<file path="src/rtl/bpu_update_queue_pkg.sv">
// Shared types for the branch-predictor training write queue.
package bpu_update_queue_pkg;

    localparam int unsigned BTB_LINE_WIDTH      = 129;
    localparam int unsigned BTB_INDEX_WIDTH     = 9;
    // BHT index is stored at this width and trimmed to the configured width on replay
    localparam int unsigned BHT_INDEX_WIDTH_MAX = 16;

    typedef struct packed {
        logic                           v;
        logic [BHT_INDEX_WIDTH_MAX-1:0] index;
        logic [1:0]                     counter_select;
        logic                           inc;
        logic                           dec;
        logic                           valid_in;
    } bht_half_t;

    typedef struct packed {
        logic                       v;
        logic [BTB_LINE_WIDTH-1:0]  wmask;
        logic [BTB_INDEX_WIDTH-1:0] index;
        logic [BTB_LINE_WIDTH-1:0]  din;
    } btb_half_t;

    typedef struct packed {
        bht_half_t bht;
        btb_half_t btb;
    } entry_t;

endpackage

</file>
<file path="src/rtl/bpu_update_queue_if.sv">
// Request, write-port and status signals of the training write queue.
interface bpu_update_queue_if
    import bpu_update_queue_pkg::*;
#(
    parameter int unsigned DEPTH              = 4,
    parameter int unsigned BHTBTB_INDEX_WIDTH = 9
);
    localparam int unsigned CW = $clog2(DEPTH) + 1;

    logic                          in_bht_write_enable;
    logic [BHTBTB_INDEX_WIDTH-1:0] in_bht_write_index;
    logic [1:0]                    in_bht_write_counter_select;
    logic                          in_bht_write_inc;
    logic                          in_bht_write_dec;
    logic                          in_bht_valid_in;
    logic                          in_btb_ce;
    logic                          in_btb_we;
    logic [BTB_LINE_WIDTH-1:0]     in_btb_wmask;
    logic [BTB_INDEX_WIDTH-1:0]    in_btb_write_index;
    logic [BTB_LINE_WIDTH-1:0]     in_btb_din;
    logic                          pred_read_busy;

    logic                          out_bht_write_enable;
    logic [BHTBTB_INDEX_WIDTH-1:0] out_bht_write_index;
    logic [1:0]                    out_bht_write_counter_select;
    logic                          out_bht_write_inc;
    logic                          out_bht_write_dec;
    logic                          out_bht_valid_in;
    logic                          out_btb_ce;
    logic                          out_btb_we;
    logic [BTB_LINE_WIDTH-1:0]     out_btb_wmask;
    logic [BTB_INDEX_WIDTH-1:0]    out_btb_write_index;
    logic [BTB_LINE_WIDTH-1:0]     out_btb_din;
    logic                          queue_full;
    logic [CW-1:0]                 queue_count;
    logic [31:0]                   drop_cnt;

    modport master (
        output in_bht_write_enable, in_bht_write_index, in_bht_write_counter_select,
               in_bht_write_inc, in_bht_write_dec, in_bht_valid_in,
               in_btb_ce, in_btb_we, in_btb_wmask, in_btb_write_index, in_btb_din,
               pred_read_busy,
        input  out_bht_write_enable, out_bht_write_index, out_bht_write_counter_select,
               out_bht_write_inc, out_bht_write_dec, out_bht_valid_in,
               out_btb_ce, out_btb_we, out_btb_wmask, out_btb_write_index, out_btb_din,
               queue_full, queue_count, drop_cnt
    );

    modport slave (
        input  in_bht_write_enable, in_bht_write_index, in_bht_write_counter_select,
               in_bht_write_inc, in_bht_write_dec, in_bht_valid_in,
               in_btb_ce, in_btb_we, in_btb_wmask, in_btb_write_index, in_btb_din,
               pred_read_busy,
        output out_bht_write_enable, out_bht_write_index, out_bht_write_counter_select,
               out_bht_write_inc, out_bht_write_dec, out_bht_valid_in,
               out_btb_ce, out_btb_we, out_btb_wmask, out_btb_write_index, out_btb_din,
               queue_full, queue_count, drop_cnt
    );

endinterface

</file>
<file path="src/rtl/bpu_update_queue_sync_fifo_ptr.sv">
// Wrap-bit read/write pointer pair with full/empty/occupancy decode.
module sync_fifo_ptr #(
    parameter int unsigned DEPTH = 4
) (
    input  logic                       clock,
    input  logic                       reset,
    input  logic                       push,
    input  logic                       pop,
    output logic                       empty,
    output logic                       full,
    output logic [$clog2(DEPTH):0]     count,
    output logic [$clog2(DEPTH)-1:0]   wr_addr,
    output logic [$clog2(DEPTH)-1:0]   rd_addr
);
    localparam int unsigned AW = $clog2(DEPTH);
    localparam int unsigned CW = AW + 1;

    logic [CW-1:0] wr_ptr;
    logic [CW-1:0] rd_ptr;

    always_ff @(posedge clock) begin
        if (reset) begin
            wr_ptr <= '0;
            rd_ptr <= '0;
        end else begin
            if (push) wr_ptr <= wr_ptr + CW'(1);
            if (pop)  rd_ptr <= rd_ptr + CW'(1);
        end
    end

    assign empty   = (wr_ptr == rd_ptr);
    assign full    = (wr_ptr[AW-1:0] == rd_ptr[AW-1:0]) && (wr_ptr[AW] != rd_ptr[AW]);
    assign count   = wr_ptr - rd_ptr;
    assign wr_addr = wr_ptr[AW-1:0];
    assign rd_addr = rd_ptr[AW-1:0];

endmodule

</file>
<file path="src/rtl/bpu_update_queue.sv">
// Buffers BHT/BTB training writes and replays them in order when the predictor port is idle.
module bpu_update_queue
    import bpu_update_queue_pkg::*;
#(
    parameter int unsigned DEPTH              = 4,
    parameter int unsigned BHTBTB_INDEX_WIDTH = 9
) (
    input  logic              clock,
    input  logic              reset,
    bpu_update_queue_if.slave bus
);
    localparam int unsigned AW = $clog2(DEPTH);
    localparam int unsigned CW = AW + 1;

    logic          enq_req;
    logic          deq;
    logic          push;
    logic          empty;
    logic          full;
    logic [CW-1:0] count;
    logic [AW-1:0] wr_addr;
    logic [AW-1:0] rd_addr;
    logic [31:0]   drop_q;
    entry_t        mem [DEPTH];
    entry_t        new_entry;
    entry_t        head;

    assign enq_req = bus.in_bht_write_enable | (bus.in_btb_ce & bus.in_btb_we);
    assign deq     = !empty && !bus.pred_read_busy;
    // A full queue still accepts when the head leaves in the same cycle
    assign push    = enq_req && (!full || deq) && !reset;

    sync_fifo_ptr #(.DEPTH(DEPTH)) u_ptr (
        .clock   (clock),
        .reset   (reset),
        .push    (push),
        .pop     (deq),
        .empty   (empty),
        .full    (full),
        .count   (count),
        .wr_addr (wr_addr),
        .rd_addr (rd_addr)
    );

    always_comb begin
        new_entry                    = '0;
        new_entry.bht.v              = bus.in_bht_write_enable;
        new_entry.bht.index          = BHT_INDEX_WIDTH_MAX'(bus.in_bht_write_index);
        new_entry.bht.counter_select = bus.in_bht_write_counter_select;
        new_entry.bht.inc            = bus.in_bht_write_inc;
        new_entry.bht.dec            = bus.in_bht_write_dec;
        new_entry.bht.valid_in       = bus.in_bht_valid_in;
        new_entry.btb.v              = bus.in_btb_ce & bus.in_btb_we;
        new_entry.btb.wmask          = bus.in_btb_wmask;
        new_entry.btb.index          = bus.in_btb_write_index;
        new_entry.btb.din            = bus.in_btb_din;
    end

    // Payload storage carries no reset; validity lives entirely in the pointers
    always_ff @(posedge clock) begin
        if (push) mem[wr_addr] <= new_entry;
    end

    always_ff @(posedge clock) begin
        if (reset) begin
            drop_q <= '0;
        end else if (enq_req && full && !deq && (drop_q != 32'hFFFF_FFFF)) begin
            drop_q <= drop_q + 32'd1;
        end
    end

    assign head = mem[rd_addr];

    always_comb begin
        bus.out_bht_write_enable         = 1'b0;
        bus.out_bht_write_index          = '0;
        bus.out_bht_write_counter_select = '0;
        bus.out_bht_write_inc            = 1'b0;
        bus.out_bht_write_dec            = 1'b0;
        bus.out_bht_valid_in             = 1'b0;
        bus.out_btb_ce                   = 1'b0;
        bus.out_btb_we                   = 1'b0;
        bus.out_btb_wmask                = '0;
        bus.out_btb_write_index          = '0;
        bus.out_btb_din                  = '0;
        if (deq) begin
            bus.out_bht_write_enable         = head.bht.v;
            bus.out_bht_write_index          = BHTBTB_INDEX_WIDTH'(head.bht.index);
            bus.out_bht_write_counter_select = head.bht.counter_select;
            bus.out_bht_write_inc            = head.bht.inc;
            bus.out_bht_write_dec            = head.bht.dec;
            bus.out_bht_valid_in             = head.bht.valid_in;
            bus.out_btb_ce                   = head.btb.v;
            bus.out_btb_we                   = head.btb.v;
            bus.out_btb_wmask                = head.btb.wmask;
            bus.out_btb_write_index          = head.btb.index;
            bus.out_btb_din                  = head.btb.din;
        end
    end

    assign bus.queue_full  = full;
    assign bus.queue_count = count;
    assign bus.drop_cnt    = drop_q;

endmodule

</file>
<file path="src/flat_wrapper.sv">
// flat-port wrapper written by rule: the top's interface ports become plain ports
module bpu_update_queue_flat import bpu_update_queue_pkg::*;
#(
    parameter int unsigned DEPTH              = 4,
    parameter int unsigned BHTBTB_INDEX_WIDTH = 9
)
  (clock, reset, bus_in_bht_write_enable, bus_in_bht_write_index, bus_in_bht_write_counter_select, bus_in_bht_write_inc, bus_in_bht_write_dec, bus_in_bht_valid_in, bus_in_btb_ce, bus_in_btb_we, bus_in_btb_wmask, bus_in_btb_write_index, bus_in_btb_din, bus_pred_read_busy, bus_out_bht_write_enable, bus_out_bht_write_index, bus_out_bht_write_counter_select, bus_out_bht_write_inc, bus_out_bht_write_dec, bus_out_bht_valid_in, bus_out_btb_ce, bus_out_btb_we, bus_out_btb_wmask, bus_out_btb_write_index, bus_out_btb_din, bus_queue_full, bus_queue_count, bus_drop_cnt);
  bpu_update_queue_if #(.DEPTH(DEPTH), .BHTBTB_INDEX_WIDTH(BHTBTB_INDEX_WIDTH)) bus_i ();
  input  logic clock;
  input  logic reset;
  input wire logic [$bits(bus_i.in_bht_write_enable)-1:0] bus_in_bht_write_enable;
  input wire logic [$bits(bus_i.in_bht_write_index)-1:0] bus_in_bht_write_index;
  input wire logic [$bits(bus_i.in_bht_write_counter_select)-1:0] bus_in_bht_write_counter_select;
  input wire logic [$bits(bus_i.in_bht_write_inc)-1:0] bus_in_bht_write_inc;
  input wire logic [$bits(bus_i.in_bht_write_dec)-1:0] bus_in_bht_write_dec;
  input wire logic [$bits(bus_i.in_bht_valid_in)-1:0] bus_in_bht_valid_in;
  input wire logic [$bits(bus_i.in_btb_ce)-1:0] bus_in_btb_ce;
  input wire logic [$bits(bus_i.in_btb_we)-1:0] bus_in_btb_we;
  input wire logic [$bits(bus_i.in_btb_wmask)-1:0] bus_in_btb_wmask;
  input wire logic [$bits(bus_i.in_btb_write_index)-1:0] bus_in_btb_write_index;
  input wire logic [$bits(bus_i.in_btb_din)-1:0] bus_in_btb_din;
  input wire logic [$bits(bus_i.pred_read_busy)-1:0] bus_pred_read_busy;
  output wire logic [$bits(bus_i.out_bht_write_enable)-1:0] bus_out_bht_write_enable;
  output wire logic [$bits(bus_i.out_bht_write_index)-1:0] bus_out_bht_write_index;
  output wire logic [$bits(bus_i.out_bht_write_counter_select)-1:0] bus_out_bht_write_counter_select;
  output wire logic [$bits(bus_i.out_bht_write_inc)-1:0] bus_out_bht_write_inc;
  output wire logic [$bits(bus_i.out_bht_write_dec)-1:0] bus_out_bht_write_dec;
  output wire logic [$bits(bus_i.out_bht_valid_in)-1:0] bus_out_bht_valid_in;
  output wire logic [$bits(bus_i.out_btb_ce)-1:0] bus_out_btb_ce;
  output wire logic [$bits(bus_i.out_btb_we)-1:0] bus_out_btb_we;
  output wire logic [$bits(bus_i.out_btb_wmask)-1:0] bus_out_btb_wmask;
  output wire logic [$bits(bus_i.out_btb_write_index)-1:0] bus_out_btb_write_index;
  output wire logic [$bits(bus_i.out_btb_din)-1:0] bus_out_btb_din;
  output wire logic [$bits(bus_i.queue_full)-1:0] bus_queue_full;
  output wire logic [$bits(bus_i.queue_count)-1:0] bus_queue_count;
  output wire logic [$bits(bus_i.drop_cnt)-1:0] bus_drop_cnt;
  assign bus_i.in_bht_write_enable = bus_in_bht_write_enable;
  assign bus_i.in_bht_write_index = bus_in_bht_write_index;
  assign bus_i.in_bht_write_counter_select = bus_in_bht_write_counter_select;
  assign bus_i.in_bht_write_inc = bus_in_bht_write_inc;
  assign bus_i.in_bht_write_dec = bus_in_bht_write_dec;
  assign bus_i.in_bht_valid_in = bus_in_bht_valid_in;
  assign bus_i.in_btb_ce = bus_in_btb_ce;
  assign bus_i.in_btb_we = bus_in_btb_we;
  assign bus_i.in_btb_wmask = bus_in_btb_wmask;
  assign bus_i.in_btb_write_index = bus_in_btb_write_index;
  assign bus_i.in_btb_din = bus_in_btb_din;
  assign bus_i.pred_read_busy = bus_pred_read_busy;
  assign bus_out_bht_write_enable = bus_i.out_bht_write_enable;
  assign bus_out_bht_write_index = bus_i.out_bht_write_index;
  assign bus_out_bht_write_counter_select = bus_i.out_bht_write_counter_select;
  assign bus_out_bht_write_inc = bus_i.out_bht_write_inc;
  assign bus_out_bht_write_dec = bus_i.out_bht_write_dec;
  assign bus_out_bht_valid_in = bus_i.out_bht_valid_in;
  assign bus_out_btb_ce = bus_i.out_btb_ce;
  assign bus_out_btb_we = bus_i.out_btb_we;
  assign bus_out_btb_wmask = bus_i.out_btb_wmask;
  assign bus_out_btb_write_index = bus_i.out_btb_write_index;
  assign bus_out_btb_din = bus_i.out_btb_din;
  assign bus_queue_full = bus_i.queue_full;
  assign bus_queue_count = bus_i.queue_count;
  assign bus_drop_cnt = bus_i.drop_cnt;
  bpu_update_queue #(.DEPTH(DEPTH), .BHTBTB_INDEX_WIDTH(BHTBTB_INDEX_WIDTH)) u_core (.clock(clock), .reset(reset), .bus(bus_i));
endmodule
</file>
<file path="config.mk">
export PLATFORM = sky130hd
export DESIGN_NAME = bpu_update_queue_flat
export DESIGN_NICKNAME = d
export VERILOG_FILES = /design/src/rtl/bpu_update_queue_pkg.sv /design/src/rtl/bpu_update_queue_if.sv /design/src/rtl/bpu_update_queue_sync_fifo_ptr.sv /design/src/rtl/bpu_update_queue.sv /design/src/flat_wrapper.sv
export SDC_FILE = /design/constraint.sdc
export NUM_CORES = 1
export LEC_CHECK = 0
export BUFFER_PORTS_ARGS = -buffer_cell sky130_fd_sc_hd__buf_2
export CORE_MARGIN = 2
export CORE_UTILIZATION = 52
export DETAILED_ROUTE_END_ITERATION = 12
export GPL_TIMING_DRIVEN = 0
export PLACE_DENSITY_LB_ADDON = 0.2
export RECOVER_POWER = 100
export SYNTH_ARGS = -nofsm -noshare
export SYNTH_HDL_FRONTEND = slang
export SYNTH_SLANG_ARGS = --single-unit
</file>
<file path="constraint.sdc">
create_clock -name clock -period 9.9 [get_ports clock]
set_input_delay 1.98 -clock clock [delete_from_list [all_inputs] [get_ports clock]]
set_output_delay 1.98 -clock clock [all_outputs]
set_load 0.01 [all_outputs]
</file>
**Yosys cells after proc, flatten, opt, wreduce, memory -nomap -nowiden**

Memory sizes are Yosys's and may differ from the RTL's. A register that Yosys moved wholly into a read port is not among the register bits.
Index checks and enable logic that the tools add are counted.

- Register bits after elaboration: 38
- Bits in writable memories: 1132
- Output and inout bits: 320
- Word-level logic and storage cells: 41
- Memories kept: 1

- Add/subtract/negate cells: 4
- Equality and inequality tests: 4
- Muxes and demuxes: 14
- Bitwise operators: 2
- Reduce and logical (&&, ||, !) cells: 13

Memory list:

| name | words | width | rd ports | clocked after memory_dff | write ports | line | source |
|---|---|---|---|---|---|---|---|
| u_core.mem | 4 | 283 | 1 | 1 | 1 | bpu_update_queue.sv:24 | `entry_t mem [DEPTH];` |

Operators with widths:

| operator | count |
|---|---|
| two-way mux 129 bit | 2 |
| adder 32 x 1 -> 32 bit (second input constant) | 1 |
| inequality test 32 bit (second input constant) | 1 |
| two-way mux 9 bit | 2 |
| logical AND 1 bit | 7 |
| two-way mux 1 bit | 7 |
| adder 3 x 1 -> 3 bit (second input constant) | 2 |
| two-way mux 2 bit | 3 |
| zero test 1 bit | 5 |
| equality test 3 bit | 1 |
| subtractor 3 bit | 1 |
| equality test 2 bit | 1 |
| AND 1 bit | 1 |
| logical OR 1 bit | 1 |
| inequality test 1 bit | 1 |
| OR 1 bit | 1 |

**Logic depth before layout (Yosys ltp)**

- Word-level depth: 8
- Depth in mapped cells: 9

**Cells and area by module**

Synthesis repeated with hierarchy kept, for this count alone.

- Cell total of the unflattened synthesis: 2048
- Area, all modules: 44614.0 sq um

By module, submodules not included:

| module | times used | cells an instance | area each (sq um) | seq. area each (sq um) |
|---|---|---|---|---|
| bpu_update_queue | 1 | 2010 | 44249.9 | 34633.2 |
| sync_fifo_ptr | 1 | 38 | 364.1 | 120.1 |

**Worst setup path after synthesis**

No wires, ideal clock.

- Path kind: in2reg
- Start point: input port bus_pred_read_busy
- End point: memory u_core.mem[0][0] in the netlist's numbering (enable)
- Library setup time: 682 ps
- Data arrival time: 8930 ps
- Data required time: 9218 ps
- Slack: 289 ps
- Stages on the path: 5
- Path buffers: 0
- Path through: and3_1 > nand2_1 > nand2_1 > nor2_1 > and2_1

- Cells in the longest elaborated chain, start to end: 7

RTL lines:

| what | line | source |
|---|---|---|
| from (decl) | flat_wrapper.sv:22 | `input wire logic [$bits(bus_i.pred_read_busy)-1:0] bus_pred_read_busy;` |
| zero test 1 bit | bpu_update_queue.sv:29 | `assign deq = !empty && !bus.pred_read_busy;` |
| logical AND 1 bit | bpu_update_queue.sv:29 |  |
| logical OR 1 bit | bpu_update_queue.sv:31 | `assign push = enq_req && (!full \|\| deq) && !reset;` |
| logical AND 1 bit (2 in series) | bpu_update_queue.sv:31 |  |
| two-way mux 1 bit | bpu_update_queue.sv:61 | `if (push) mem[wr_addr] <= new_entry;` |
| two-way mux 1 bit (implied by the code) | bpu_update_queue.sv:61 |  |
| to (decl) | bpu_update_queue.sv:24 |  |

No other way between the ends.

**Final worst setup path**

- Start point: input port bus_in_bht_write_enable
- End point: memory u_core.mem[2][180] in the netlist's numbering (enable)

- Cells in the longest elaborated chain, start to end: 5

RTL lines:

| what | line | source |
|---|---|---|
| from (decl) | flat_wrapper.sv:11 | `input wire logic [$bits(bus_i.in_bht_write_enable)-1:0] bus_in_bht_write_enable;` |
| OR 1 bit | bpu_update_queue.sv:28 | `assign enq_req = bus.in_bht_write_enable \| (bus.in_btb_ce & bus.in_btb_we);` |
| logical AND 1 bit (2 in series) | bpu_update_queue.sv:31 |  |
| two-way mux 1 bit | bpu_update_queue.sv:61 |  |
| two-way mux 1 bit (implied by the code) | bpu_update_queue.sv:61 |  |

No other way between the ends.

==> run summary <==
pin count of the biggest net entering global routing: 58
Pins Over Slew Limit: 608
Post-Syn Area per Cell: 21.9 um^2
CP required: 10.22 ns
Resize count post-CTS: 0
ranking of synthesized cells by area: edfxtp_1 (76%), mux4_2 (14%), nor2b_1 (4.0%)
setup ws final: 2.53 ns
ys async rst share: 0%
GRT overflow: 0
status: complete, but fails checks
setup repair bufs after CTS: 0
most frequent cells in the layout: edfxtp_1 (1132), clkbuf_1 (707), nor2b_1 (287), mux4_2 (283), clkbuf_16 (117)
failing checks: max-capacitance violations, max-slew violations
Tcrit/Tclk final: 74.4%
CP max FO: 56
share of layout cells above drive strength 1: 17.3%
cells after synthesis: 2045
non-filler cells, final: 4036
commonest non-fill, non-tap cell in the layout: edfxtp_1
Synth Flop Type: edfxtp_1
sequential fraction of the synthesis area: 77.8%
library cells used by synthesis: 48
CTS tree: built
global-route wire length before repair: 145000 um
Initial Utilization: 52.5%
vias in the first global route: 23400
DIE AREA: 88300 um^2
syn_nets: 2341
leak pwr: 15.9 nW
Fin. Hold Viols: 0
unrepaired setup endpoints after global routing: false
critical path type: input pin to flip-flop
Final nets: 3084
Worst-path clk slew: 0.06 ns
worst slack at placement: 3.73 ns
Max rail drop VDD: 179 uV
GP Congestion: 0.832
CP arrival: 7.69 ns
initial antenna violation count: 32
via count: 22500
final core occ: 61.5%
Power Dens Cells: 228 nW/um^2
clock root buffer master: clkbuf_16
post-DP HPWL: 65700 um
GRT Total Usage: 22.1%
EDFF count, synth: 1132
Post-Syn Area: 44700 um^2
Synth Register Bits: 1172
Max Cap Viol: 13
Top Ports: 607
routed length per instance: 24.4 um
Routed Wire Length: 98400 um
# port buffers: 606
Die Wd: 297 um
cell taking the most area after synthesis: edfxtp_1
total CTS buffers: 114
deepest clock path buffer count: 3
Worst Clk Skew: 0.0376 ns
post-synth top area share: 76.0%
Pre-antenna DRT Iters: 5
Iteration-0 DRC Markers: 1761
DR vias/cell: 5.57
Post-CTS Hold Fix Bufs: 0
Worst Hold Class: flip-flop to flip-flop
Vert. Die Dim: 297 um
Fillers: 6392
Total Power: 0.0119 W
H-tree levels: 3
Sink Count: 1172
Routed Antenna Nets: 0
setup violators final: 0
placed insts: 3816
Syn. warnings: 0
min Tclk post-route: 7.37 ns
Critical Path End Type: flip-flop
slew margin rel.: -150%
CP Launch Type: input pin
DRC: 0
Layout area overhead: 17.1%
fmax: 136 MHz
Core Area: 85100 um^2
worst-skew pair later-pin latency: 0.68 ns
Cell Rows: 107
Worst-Margin Slew: 3.75 ns
-- metrics by stage --
step	hold WS, ns	TNS, ns	area [um^2]
2_1_floorplan	0.470	0	44700
3_3_place_gp	0.481	-5872.22	49200
3_5_place_dp	0.496	0	49700
4_1_cts	0.504	0	53300
5_1_grt	0.530	0	52300
6_report	0.508	0	52300
-- sequential cells by signal, summed over array words and instances, names as in the netlist, named ones only --
name / count
u_core.bus.drop_cnt: 32
u_core.mem: 1132
u_core.u_ptr.rd_ptr: 3
u_core.u_ptr.wr_ptr: 3
-- final timing paths --
path / startpoint / endpoint / slack [ns] / cells past startpoint
worst min-delay path: u_core.bus.drop_cnt[23] / u_core.bus.drop_cnt[23] / 0.51 / 2
worst min register to register: u_core.bus.drop_cnt[23] / u_core.bus.drop_cnt[23] / 0.51 / 2
worst max register to register: u_core.u_ptr.wr_ptr[0] / u_core.mem[2][180] / 3.41 / 9
worst max-delay path: bus_in_bht_write_enable / u_core.mem[2][180] / 2.53 / 7
-- cell type report --
class,count,area [um^2],area share (%)
diodes,21,52.6,0.100
plain buffers,104,429,0.820
clock buffers,142,3080,5.89
clock inverters,57,517,0.987
inverters,10,37.5,0.0717
multi-input cells,759,9370,17.9
flip-flops and latches,1172,34800,66.5
well taps,1144,1430,2.74
repair buffers,627,2620,5.00
-- where the power goes --
| group | internal, W | switching, W |
|---|---|---|
| clock network | 0.00235 | 0.00175 |
| registers | 0.00566 | 0.0000417 |
| logic | 0.000934 | 0.00117 |
| total | 0.00895 | 0.00297 |
-- cells in the mapped netlist, types with 8 or more instances --
library cell and count:
nand3_1 14, o21ai_1 14, nor2_1 16, inv_1 10, nand2_1 15, buf_2 28, clkbuf_1 70, edfxtp_1 1132
or3_1 19, or4_1 11, dfxtp_1 40, o31ai_1 8, nand4_1 11, a21oi_1 26, nor2b_1 287, mux4_2 283
ha_1 8
-- cells by family after synthesis --
group                    count (synthesis)  share of synthesized area [%]
adder cells (fa/ha/maj)                  9                          0.269
XOR/XNOR                                 7                          0.137
multiplexers                           287                           14.4
flip-flops                            1172                           77.8
buffers and inverters                  114                           1.13
AO/OA/AOI/OAI                           59                          0.778
AND/OR/NAND/NOR                        397                           5.49
-- routing by layer --
metal | GRT usage (%) | up-vias | share of wire, %
met3 | 5.92 | 220 | 7.6
met2 | 36.6 | 758 | 51
met1 | 27.6 | 11600 | 37
li1 | - | 9883 | -
met5 | 0 | - | 0.16
met4 | 10.1 | 24 | 4.4
-- worst max-delay path, stage by stage --
cell,delay [ns]
clkbuf_1,0.31
a21o_1,0.28
nand2_1,0.15
nor2_1,0.19
and2_0,1.80
clkbuf_1,2.56
buf_16,0.32
Power figures use the tool's default switching activity.
